## config.mk

```make
export PLATFORM = sky130hd
export DESIGN_NAME = result_accumulator
export DESIGN_NICKNAME = d
export VERILOG_FILES = /design/src/rtl/result_accumulator_pkg.sv /design/src/rtl/result_accumulator_pow2_term_stage.sv /design/src/rtl/result_accumulator.sv
export SDC_FILE = /design/constraint.sdc
export NUM_CORES = 1
export LEC_CHECK = 0
export CAP_MARGIN = 20
export CORE_AREA = 3 3 117 203
export DETAILED_ROUTE_END_ITERATION = 12
export DIE_AREA = 0 0 120 206
export GPL_TIMING_DRIVEN = 0
export PLACE_DENSITY_LB_ADDON = 0.1
export SYNTH_ARGS = -nofsm -noshare
export SYNTH_HDL_FRONTEND = slang
export SYNTH_SLANG_ARGS = --single-unit
export TNS_END_PERCENT = 10
```

## constraint.sdc

```tcl
create_clock -name clk -period 3.8 [get_ports clk]
set_input_delay 0.76 -clock clk [delete_from_list [all_inputs] [get_ports clk]]
set_output_delay 0.76 -clock clk [all_outputs]
set_load 0.05 [all_outputs]
```

## src/rtl/result_accumulator_pkg.sv

```systemverilog
// Shared types and constants for the result accumulator: FSM encoding and term width.
package result_accumulator_pkg;

    typedef enum logic [1:0] {
        IDLE    = 2'd0,
        ACCUM   = 2'd1,
        DRAIN   = 2'd2,
        PRESENT = 2'd3
    } state_t;

    localparam int TERM_WIDTH = 64;

endpackage

```

## src/rtl/result_accumulator_pow2_term_stage.sv

```systemverilog
// Stage 1 of the accumulate pipeline: registers the one-hot 2^count term with a valid bit.
module pow2_term_stage
    import result_accumulator_pkg::*;
(
    input  logic                  clk,
    input  logic                  rst,
    input  logic                  load_i,
    input  logic [5:0]            count_i,
    output logic [TERM_WIDTH-1:0] term_o,
    output logic                  valid_o
);

    logic [TERM_WIDTH-1:0] term_q;
    logic                  valid_q;

    always_ff @(posedge clk or negedge rst) begin
        if (!rst) begin
            term_q  <= '0;
            valid_q <= 1'b0;
        end else begin
            valid_q <= load_i;
            if (load_i) begin
                term_q <= {{(TERM_WIDTH-1){1'b0}}, 1'b1} << count_i;
            end
        end
    end

    assign term_o  = term_q;
    assign valid_o = valid_q;

endmodule

```

## src/rtl/result_accumulator.sv

```systemverilog
// Sums 2^resultCount over one batch of compute-core results and presents the total
// on a valid/ready port; flags results that arrive while no batch is open.
module result_accumulator
    import result_accumulator_pkg::*;
#(
    parameter int EXTRA_DATA_WIDTH = 14,
    parameter int COUNT_WIDTH      = 16,
    parameter int SUM_WIDTH        = 80
) (
    input  logic                        clk,
    input  logic                        rst,
    input  logic                        batchStart,
    input  logic [COUNT_WIDTH-1:0]      expectedCount,
    input  logic                        done,
    input  logic [5:0]                  resultCount,
    input  logic [EXTRA_DATA_WIDTH-1:0] extraDataIn,
    output logic                        busy,
    output logic [SUM_WIDTH-1:0]        sumOut,
    output logic                        sumValid,
    input  logic                        sumReady,
    output logic [EXTRA_DATA_WIDTH-1:0] lastExtraData,
    output logic                        orphanResult,
    output logic [COUNT_WIDTH-1:0]      resultsSeen
);

    state_t                      state_q, state_d;
    logic [COUNT_WIDTH-1:0]      expected_q;
    logic [COUNT_WIDTH-1:0]      seen_q, seen_d;
    logic [SUM_WIDTH-1:0]        sum_q;
    logic [EXTRA_DATA_WIDTH-1:0] last_q;
    logic                        orphan_q;

    logic                  accept_start;
    logic                  accept_done;
    logic [TERM_WIDTH-1:0] term;
    logic                  term_valid;

    assign accept_start = (state_q == IDLE) && batchStart;
    assign accept_done  = (state_q == ACCUM) && done;
    assign seen_d       = seen_q + {{(COUNT_WIDTH-1){1'b0}}, accept_done};

    pow2_term_stage u_term (
        .clk     (clk),
        .rst     (rst),
        .load_i  (accept_done),
        .count_i (resultCount),
        .term_o  (term),
        .valid_o (term_valid)
    );

    always_comb begin
        state_d = state_q;
        case (state_q)
            IDLE:    if (batchStart) state_d = ACCUM;
            // Exit on the edge that brings the count to target, including the final accept.
            ACCUM:   if (seen_d == expected_q) state_d = DRAIN;
            DRAIN:   state_d = PRESENT;
            PRESENT: if (sumReady) state_d = IDLE;
            default: state_d = IDLE;
        endcase
    end

    always_ff @(posedge clk or negedge rst) begin
        if (!rst) begin
            state_q <= IDLE;
        end else begin
            state_q <= state_d;
        end
    end

    always_ff @(posedge clk or negedge rst) begin
        if (!rst) begin
            expected_q <= '0;
            seen_q     <= '0;
            sum_q      <= '0;
            last_q     <= '0;
        end else if (accept_start) begin
            expected_q <= expectedCount;
            seen_q     <= '0;
            sum_q      <= '0;
        end else begin
            if (accept_done) begin
                seen_q <= seen_d;
                last_q <= extraDataIn;
            end
            if (term_valid) begin
                sum_q <= sum_q + {{(SUM_WIDTH-TERM_WIDTH){1'b0}}, term};
            end
        end
    end

    // A done outside ACCUM wins over the clear, so a done alongside batchStart stays flagged.
    always_ff @(posedge clk or negedge rst) begin
        if (!rst) begin
            orphan_q <= 1'b0;
        end else if (done && (state_q != ACCUM)) begin
            orphan_q <= 1'b1;
        end else if (accept_start) begin
            orphan_q <= 1'b0;
        end
    end

    assign busy          = (state_q != IDLE);
    assign sumValid      = (state_q == PRESENT);
    assign sumOut        = sum_q;
    assign lastExtraData = last_q;
    assign orphanResult  = orphan_q;
    assign resultsSeen   = seen_q;

endmodule

```

Word-level counts from Yosys, hierarchy flattened
Cells that the tools add are included.
Widths: inputs -> output; s select.
Word-level totals
  register bits: 194
  bits in latches: 0
  RAM bits: 0
  memory bits (read-only): 0
  bits of input ports: 41
  output and inout bits: 113
  word-level logic and storage cells: 40
  memories kept: 0
Operators by class
  add/subtract/negate cells: 2
  $mul: 0
  div/mod/pow operators: 0
  magnitude comparators: 0
  equal/unequal tests: 8
  shift operators: 1
  muxes and demuxes: 10
  bitwise operators: 1
  reduce and logical (&&, ||, !) cells: 10
Operators with widths (count)
  $mux 80: 2
  $add 80x64->80: 1
  $shl 1x6->64 const A: 1
  $mux 16: 2
  $add 16x1->16: 1
  $eq 16x16->1: 1
  $pmux 2 s4: 1
  $reduce_bool 2->1: 4
  $mux 2: 3
  $ne 2x1->1 const B: 3
  $eq 2x2->1 const B: 2
  $logic_and 1x1->1: 3
  $reduce_and 3->1: 1
  $eq 2x1->1 const B: 1
  $logic_not 2->1: 1
  $mux 1: 2
  $ne 2x2->1 const B: 1
  $reduce_and 2->1: 1
  $not 1->1: 1

Depth between registers and ports, before layout
Gate-level depths: netlist of run 1.
  depth in word-level cells: 6
  mapped depth: 16
  gate-level depth less buffers: 15

By module
Synthesis of run 1 repeated with hierarchy kept, for this count alone.
Unflattened totals
  cell total of the unflattened synthesis: 1486
  area total of the unflattened synthesis: 12872.3 um^2
Modules (own cells, without submodules)
  result_accumulator: times used 1, cells each 1239, area each 10136.0 um^2, sequential area each 3228.1 um^2
  pow2_term_stage: times used 1, cells each 247, area each 2736.4 um^2, sequential area each 1626.6 um^2

Worst setup path before layout of run 1
No wires, ideal clock.
  path kind: input to register
  from: in done
  to: reg state_q[1]
  library setup time: 0.125 ns
  data arrival time: 3.462 ns
  data required time: 3.675 ns
  path slack: 0.213 ns
  stages: 14
  buffers on the path: 1
  path through: nand2_1 inv_1 clkbuf_1 ha_1 and3_1 nand4_1 nor3_2 nor2_1 mux2i_1 nor2_1 a311oi_1 o22ai_1 a31oi_1 mux2_2
Between the ends
  longest elaborated chain between the ends: 5
RTL lines
  from (decl): line result_accumulator.sv:14  | input logic done,
  $logic_and 1x1->1: line result_accumulator.sv:39  | assign accept_done = (state_q == ACCUM) && done;
  via accept_done: line result_accumulator.sv:34  | logic accept_done;
  $add 16x1->16: line result_accumulator.sv:40  | assign seen_d = seen_q + {{(COUNT_WIDTH-1){1'b0}}, accept_done};
  $eq 16x16->1: line result_accumulator.sv:56  | ACCUM: if (seen_d == expected_q) state_d = DRAIN;
  $ne 2x1->1 (no source line)
  $reduce_and 3->1 (no source line)
  to (signal assigned): line result_accumulator.sv:67  | state_q <= state_d;
  to (decl): line result_accumulator.sv:26  | state_t state_q, state_d;
The timed path passes the listed nets, and every way through them passes these cells.
A chain may end at the register's enable or synchronous reset.

Worst setup path in the final report of run 1
Same ends and word-level chain as after synthesis.

==> results of run 1 <==
[worst max-delay path, cell delays in order]
cell	delay (ns)
clkdlybuf4s50_1	0.50
nand2_1	0.11
inv_1	0.15
buf_4	0.23
ha_2	0.26
and3_1	0.20
nand4_1	0.23
nor3_4	0.37
nor2_1	0.07
mux2i_1	0.16
nor2_1	0.07
a311oi_1	0.25
o22ai_1	0.12
a31oi_2	0.28
mux2_2	0.36
[where the power goes]
group | leakage (uW) | internal, uW | switching [uW]
Sequential | 0.00262 | 2520 | 439
Combinational | 0.00399 | 1470 | 3000
Clock | 0.000282 | 941 | 881
Total | 0.00690 | 4940 | 4320
[kinds of logic (layout without fill, tap and decap cells)]
family / after synthesis / count (layout) / share of synthesized area
AO/OA/AOI/OAI: 402 / 402 / 0.214
buffers and inverters: 128 / 316 / 0.0398
flip-flops: 194 / 194 / 0.386
XOR/XNOR: 85 / 85 / 0.0592
multiplexers: 59 / 59 / 0.0487
adder cells (fa/ha/maj): 72 / 72 / 0.0723
AND/OR/NAND/NOR: 494 / 495 / 0.180
[registers in the layout, summed over array words and instances, names as in the netlist]
name,cells
u_term.term_o,64
orphanResult,1
state_q,2
resultsSeen,16
expected_q,16
sumOut,80
u_term.valid_o,1
lastExtraData,14
[metrics by stage]
| stage | instance area (sq um) | instances | util | hold slack [ns] |
|---|---|---|---|---|
| final | 15200 | 1919 | 0.682 | 0.292 |
| after global routing | 15200 | 1919 | 0.682 | 0.339 |
| after CTS | 15100 | 1915 | 0.679 | 0.312 |
| after detailed placement | 14500 | 1881 | 0.651 | 0.484 |
| after global placement | 14400 | 1880 | 0.649 | 0.477 |
| after floorplan | 12600 | 1434 | - | 0.447 |
[cells in the mapped netlist (18+ instances only)]
| master | n |
|---|---|
| a21oi_1 | 101 |
| nor2_1 | 129 |
| ha_1 | 71 |
| clkbuf_1 | 66 |
| nand2_1 | 191 |
| a22o_1 | 24 |
| a31oi_1 | 18 |
| a21o_1 | 44 |
| nor3_1 | 25 |
| nand4_1 | 32 |
| mux2i_1 | 42 |
| xor2_1 | 44 |
| o31ai_1 | 30 |
| inv_1 | 39 |
| xnor2_1 | 41 |
| nand3_1 | 36 |
| dfrtp_1 | 194 |
| o21ai_0 | 65 |
[layout make-up]
type                            count  area (sq um)  share of cell area
Sequential cell                   194          4850               0.320
Timing Repair Buffer              156          1570               0.104
Multi-Input combinational cell   1113          7300               0.481
Inverter                           40           150             0.00989
Tap cell                          296           370              0.0244
Buffer                             88           354              0.0233
Clock buffer                       18           439              0.0289
Clock inverter                     14           143             0.00940
[what timing repair did]
item,4_1_cts,5_1_grt
setup buffers,2,3
endpoints found under the setup margin,4,23
pin swaps,1,3
gates cloned,0,1
gates resized for setup,7,11
[per-layer routing]
metal  vias to the layer above  track usage  share of wire
met5                         -            0              0
met4                         0        0.211          0.068
met3                       133       0.0575          0.046
met2                       374        0.583           0.52
met1                      5627        0.357           0.37
li1                       5505            -              -
[worst paths after layout]
path,startpoint,end,slack [ns]
setup / recovery,done,state_q[1]$_DFFE_PN0P_,-0.006
max in group asynchronous,rst,sumOut[72]$_DFFE_PN0P_,2.50
hold / removal,rst,sumOut[27]$_DFFE_PN0P_,0.29
setup reg to reg,state_q[1]$_DFFE_PN0P_,state_q[1]$_DFFE_PN0P_,0.02
min in group clk,expected_q[7]$_DFFE_PN0P_,expected_q[7]$_DFFE_PN0P_,0.50
hold reg to reg,expected_q[7]$_DFFE_PN0P_,expected_q[7]$_DFFE_PN0P_,0.50
==> metrics.md, run 1 <==
| Metric | Value |
|---|---|
| #FFs+latches synth | `194` |
| Reg2Reg Depth | `16` |
| DP Wirelength | `30.4 mm` |
| First-pass GRT wire length | `62.8 mm` |
| Total GRT Usage | `0.328` |
| First-pass detailed-route iteration total | `5` |
| Asr flop ratio synth | `1.00` |
| Most frequent cells in the layout | `dfrtp_1 (194), nand2_1 (191), clkdlybuf4s50_1 (149)` |
| Via count | `11600` |
| TritonCTS clock tree | `done` |
| Outcome | `finished, violations left` |
| Synth cell types | `75` |
| Drt wl/cell | `20.7 um` |
| Critical-path maximum fanout | `12` |
| Violated checks | `negative setup slack` |
| Yosys top cell by area | `dfrtp_1` |
| Final setup margin | `-0.00563 ns` |
| Initial core utilization | `0.565` |
| Die width | `120 um` |
| Data required, critical path | `4.14 ns` |
| Vias in the first global route | `11800` |
| Syn avg cell area | `8.77 sq um` |
| Number of synthesized flops with an enable pin | `0` |
| Vias per cell | `6.07` |
| Warnings from Yosys | `0` |
| Mapped Cells | `1434` |
| RSZ-0062 raised after global routing | `yes` |
| Area contributors post-synth | `dfrtp_1 (39%), ha_1 (7.1%), nand2_1 (5.7%)` |
| Dpl ws | `-1.07 ns` |
| Max_cap viols | `0` |
| Total core area | `22300 sq um` |
| Total power | `9260 uW` |
| Hold-fix buffers, CTS | `0` |
| Startpoint types | `primary input` |
| Sequential fraction of the synthesis area | `0.386` |
| Port bufs | `150` |
| Routed WL | `39.7 mm` |
| Worst skew pair latency | `0.46 ns` |
| Die Span Y | `206 um` |
| Gpl congestion | `0.988` |
| DRT antenna net count | `0` |
| Most used DFF post-synth | `dfrtp_1` |
| Share of layout cells above drive strength 1 | `0.0641` |
| Row count | `72` |
| Final hold violation count | `0` |
| # nets final | `1723` |
| Initial antenna violation count | `0` |
| Largest net degree at the start of global routing | `113` |
| Setup TNS Final | `-0.00563 ns` |
| Die ar. | `24700 sq um` |
| Slew @ Worst Pin | `1.01 ns` |
| CTS clk-pin slew, worst paths | `0.08 ns` |
| GR Overflow Total | `0` |
| Clock skew | `0.0133 ns` |
| DR DRC count | `0` |
| Hold Crit Class | `in -> async` |
| Crit path capture type | `register` |
| Iteration-0 DRC Markers | `747` |
| Max-slew violation count | `0` |
| Syn Std Cell Area | `12600 sq um` |
| Inserted Clock Buffers | `17` |
| Clk buf depth | `2` |
| Fmax | `263 MHz` |
| Crit Path Category | `in -> reg` |
| Pwr Density | `610 nW/um^2` |
| # fillers | `1899` |
| Crit path DAT | `4.15 ns` |
| Root Driver | `clkbuf_16` |
| Synth top area share | `0.386` |
| Synthesized Nets | `1547` |
| Final Cycle Share | `1.00` |
| Ant diodes | `0` |
| Clk sink count | `194` |
| IR drop worst, VDD | `0.000600 V` |
| IO Count | `154` |
| Area Overhead vs Synth | `20.8%` |
| Final setup viols | `1` |
| Period minus WS final | `3.81 ns` |
| Pleak | `0.00690 uW` |
| Slew headroom | `0.324` |
| Most common cell after layout, fill and taps aside | `dfrtp_1` |
| H-tree levels | `4` |
Power figures use the tool's default switching activity.
==> run 2, diff against run 1 <==
CORE_AREA = 3 3 161 281   (was 3 3 117 203)
DIE_AREA = 0 0 164 284   (was 0 0 120 206)
SYNTH_HIERARCHICAL = 1   (was unset)
==> metrics.md, run 2 <==
| Metric | Value |
|---|---|
| Share of layout cells above drive strength 1 | `0.0766` |
| Die Span Y | `284 um` |
| Internal power | `5550 uW` |
| Crit Path Category | `reg -> reg` |
| Hold Crit Class | `in -> async` |
| Syn avg cell area | `8.66 sq um` |
| Final setup margin | `0.0537 ns` |
| Pwr Density | `694 nW/um^2` |
| Reg2Reg Depth | `15` |
| Area contributors post-synth | `dfrtp_1 (38%), ha_1 (6.9%), nand2_1 (4.8%)` |
| Gpl congestion | `0.903` |
| Total core area | `43300 sq um` |
| IR drop worst, VDD | `0.000330 V` |
| Outcome | `finished, final reports clean` |
| Area Overhead vs Synth | `24.3%` |
| Iteration-0 DRC Markers | `552` |
| Row count | `101` |
| Initial core utilization | `0.297` |
| Hold-fix buffers, CTS | `0` |
| DP Wirelength | `41.6 mm` |
| Setup TNS Final | `0 ns` |
| Clock skew | `0.0169 ns` |
| Number of synthesized flops with an enable pin | `0` |
| First-pass detailed-route iteration total | `5` |
| # fillers | `4506` |
| Die width | `164 um` |
| Pleak | `0.00673 uW` |
| Slowest stage cell on the critical path | `dfrtp_1` |
| Asr flop ratio synth | `1.00` |
| Vias per cell | `5.33` |
| Post-synth top cells | `dfrtp_1 (194), nand2_1 (163), nor2_1 (112)` |
| Data required, critical path | `4.15 ns` |
| Sequential fraction of the synthesis area | `0.377` |
| Port bufs | `151` |
| Synth cell types | `77` |
| P_sw | `5550 uW` |
| Startpoint types | `register` |
| Total GRT Usage | `0.224` |
| Mapped Cells | `1486` |
| Max incr delay on CP | `0.41 ns` |
| Root Driver | `clkbuf_16` |
| Max_cap viols | `0` |
| Design area | `16000 sq um` |
| Final Cycle Share | `0.986` |
| Most frequent cell after synthesis | `dfrtp_1` |
| Routed WL | `52.1 mm` |
| Inserted Clock Buffers | `17` |
| Yosys top cell by area | `dfrtp_1` |
| Crit path max-delay family | `simple AND/OR/NAND/NOR gates` |
| IO Count | `154` |
| Most used DFF post-synth | `dfrtp_1` |
| RSZ-0062 raised after global routing | `yes` |
| Drt wl/cell | `23.1 um` |
| Buf/Inv on CP | `4` |
| TritonCTS clock tree | `done` |
| Multi-input logic area | `7430 sq um` |
| #FFs+latches synth | `194` |
| DR DRC count | `0` |
| Die ar. | `46600 sq um` |
| Reg power frac | `0.289` |
| Via count | `12000` |
| GR Overflow Total | `0` |
| Worst skew pair latency | `0.46 ns` |
| Synthesized Nets | `1599` |
| Final setup viols | `0` |
| Crit path capture type | `register` |
| Sw Share | `0.500` |
| H-tree levels | `4` |
| Area taken by flip-flops and latches | `4850 sq um` |
| Dpl ws | `-1.49 ns` |
| R2r startpoint | `state_q[1]$_DFFE_PN0P_` |
| Placed cell area | `15200 sq um` |
| Initial antenna violation count | `1` |
| Clk sink count | `194` |
| Final hold violation count | `0` |
| Warnings from Yosys | `6` |
| CTS clk-pin slew, worst paths | `0.08 ns` |
| Slew headroom | `0.298` |
| Slew @ Worst Pin | `1.05 ns` |
| Comb pwr share | `0.543` |
| Synth top area share | `0.377` |
| Worst path cell trace | `inv_1, ha_1, nand2_2, clkbuf_4, clkinvlp_4, ha_2, and3_1, and3_2, nand4_1, buf_4, xor2_1, o21ai_0, o32ai_1, a41oi_2, mux2_2` |
| Total power | `11100 uW` |
| Hold WS | `0.150 ns` |
| Largest net degree at the start of global routing | `93` |
| Most frequent cells in the layout | `dfrtp_1 (194), nand2_1 (162), clkdlybuf4s50_1 (150)` |
| Clk buf depth | `2` |
| Vias in the first global route | `12400` |
| Fmax | `267 MHz` |
| R2R setup slack | `0.05 ns` |
| Crit path DAT | `4.09 ns` |
| Max reg flops | `80` |
| Syn Std Cell Area | `12900 sq um` |
| Most common cell after layout, fill and taps aside | `dfrtp_1` |
| Critical-path maximum fanout | `10` |
| # nets final | `1784` |
| Period minus WS final | `3.75 ns` |
| Clock Power Share | `0.168` |
| Max-slew violation count | `0` |
| DRT antenna net count | `0` |
| First-pass GRT wire length | `77.2 mm` |
| R2r endpoint | `state_q[1]$_DFFE_PN0P_` |
[run 2: how the worst max path moves through the flow]
| stage | start | endpoint | slack (ns) | depth (start not counted) |
|---|---|---|---|---|
| after floorplan | sumOut[0]$_DFFE_PN0P_ | sumOut[58]$_DFFE_PN0P_ | 0.23 | 12 |
| after global placement | rst | lastExtraData[11]$_DFFE_PN0P_ | -7.26 | 1 |
| after detailed placement | done | state_q[1]$_DFFE_PN0P_ | -1.49 | 11 |
| after CTS | state_q[1]$_DFFE_PN0P_ | state_q[1]$_DFFE_PN0P_ | -0.13 | 15 |
| after global routing | state_q[1]$_DFFE_PN0P_ | state_q[1]$_DFFE_PN0P_ | -0.08 | 15 |
| final | state_q[1]$_DFFE_PN0P_ | state_q[1]$_DFFE_PN0P_ | 0.05 | 15 |
[run 2: metrics by stage]
step | util | cells
after floorplan | - | 1486
after global placement | 0.348 | 2203
after detailed placement | 0.351 | 2209
after CTS | 0.367 | 2245
after global routing | 0.369 | 2250
final | 0.369 | 2251
[run 2: final cells by class]
type	count	area share
multi-input cells	1111	0.464
plain buffers	84	0.0224
well taps	566	0.0443
inverters	97	0.0230
flip-flops and latches	194	0.303
clock buffers	19	0.0283
repair buffers	166	0.107
clock inverters	13	0.00766
diodes	1	0.000156
[run 2: power groups by stage]
| stage | clock network (uW) | registers, uW | logic [uW] |
|---|---|---|---|
| global placement | 0 | 3260 | 5930 |
| finish | 1870 | 3200 | 6030 |
| CTS | 1940 | 3220 | 6060 |
| global route | 2000 | 3290 | 6480 |
| detailed placement | 0 | 3260 | 6000 |
| floorplan | 0 | 4470 | 2530 |
[run 2: kinds of logic after synthesis]
logic type               Yosys count  synth area share
AND/OR/NAND/NOR                  510             0.193
AO/OA/AOI/OAI                    404             0.212
flip-flops                       194             0.377
buffers and inverters            181            0.0546
adder cells (fa/ha/maj)           72            0.0706
XOR/XNOR                          67            0.0456
multiplexers                      58            0.0467
[run 2: repair_timing]
action,in CTS,in global routing
gates resized for setup,21,13
pin swaps,1,4
buffers inserted,4,5
endpoints found under the setup margin,43,27
[run 2: layer usage]
| layer | global-route usage | vias up | part of all wire |
|---|---|---|---|
| met5 | 0 | - | 0.00025 |
| met4 | 0.118 | 2 | 0.056 |
| met3 | 0.0397 | 99 | 0.039 |
| met2 | 0.439 | 318 | 0.56 |
| met1 | 0.214 | 5847 | 0.34 |
| li1 | - | 5738 | - |
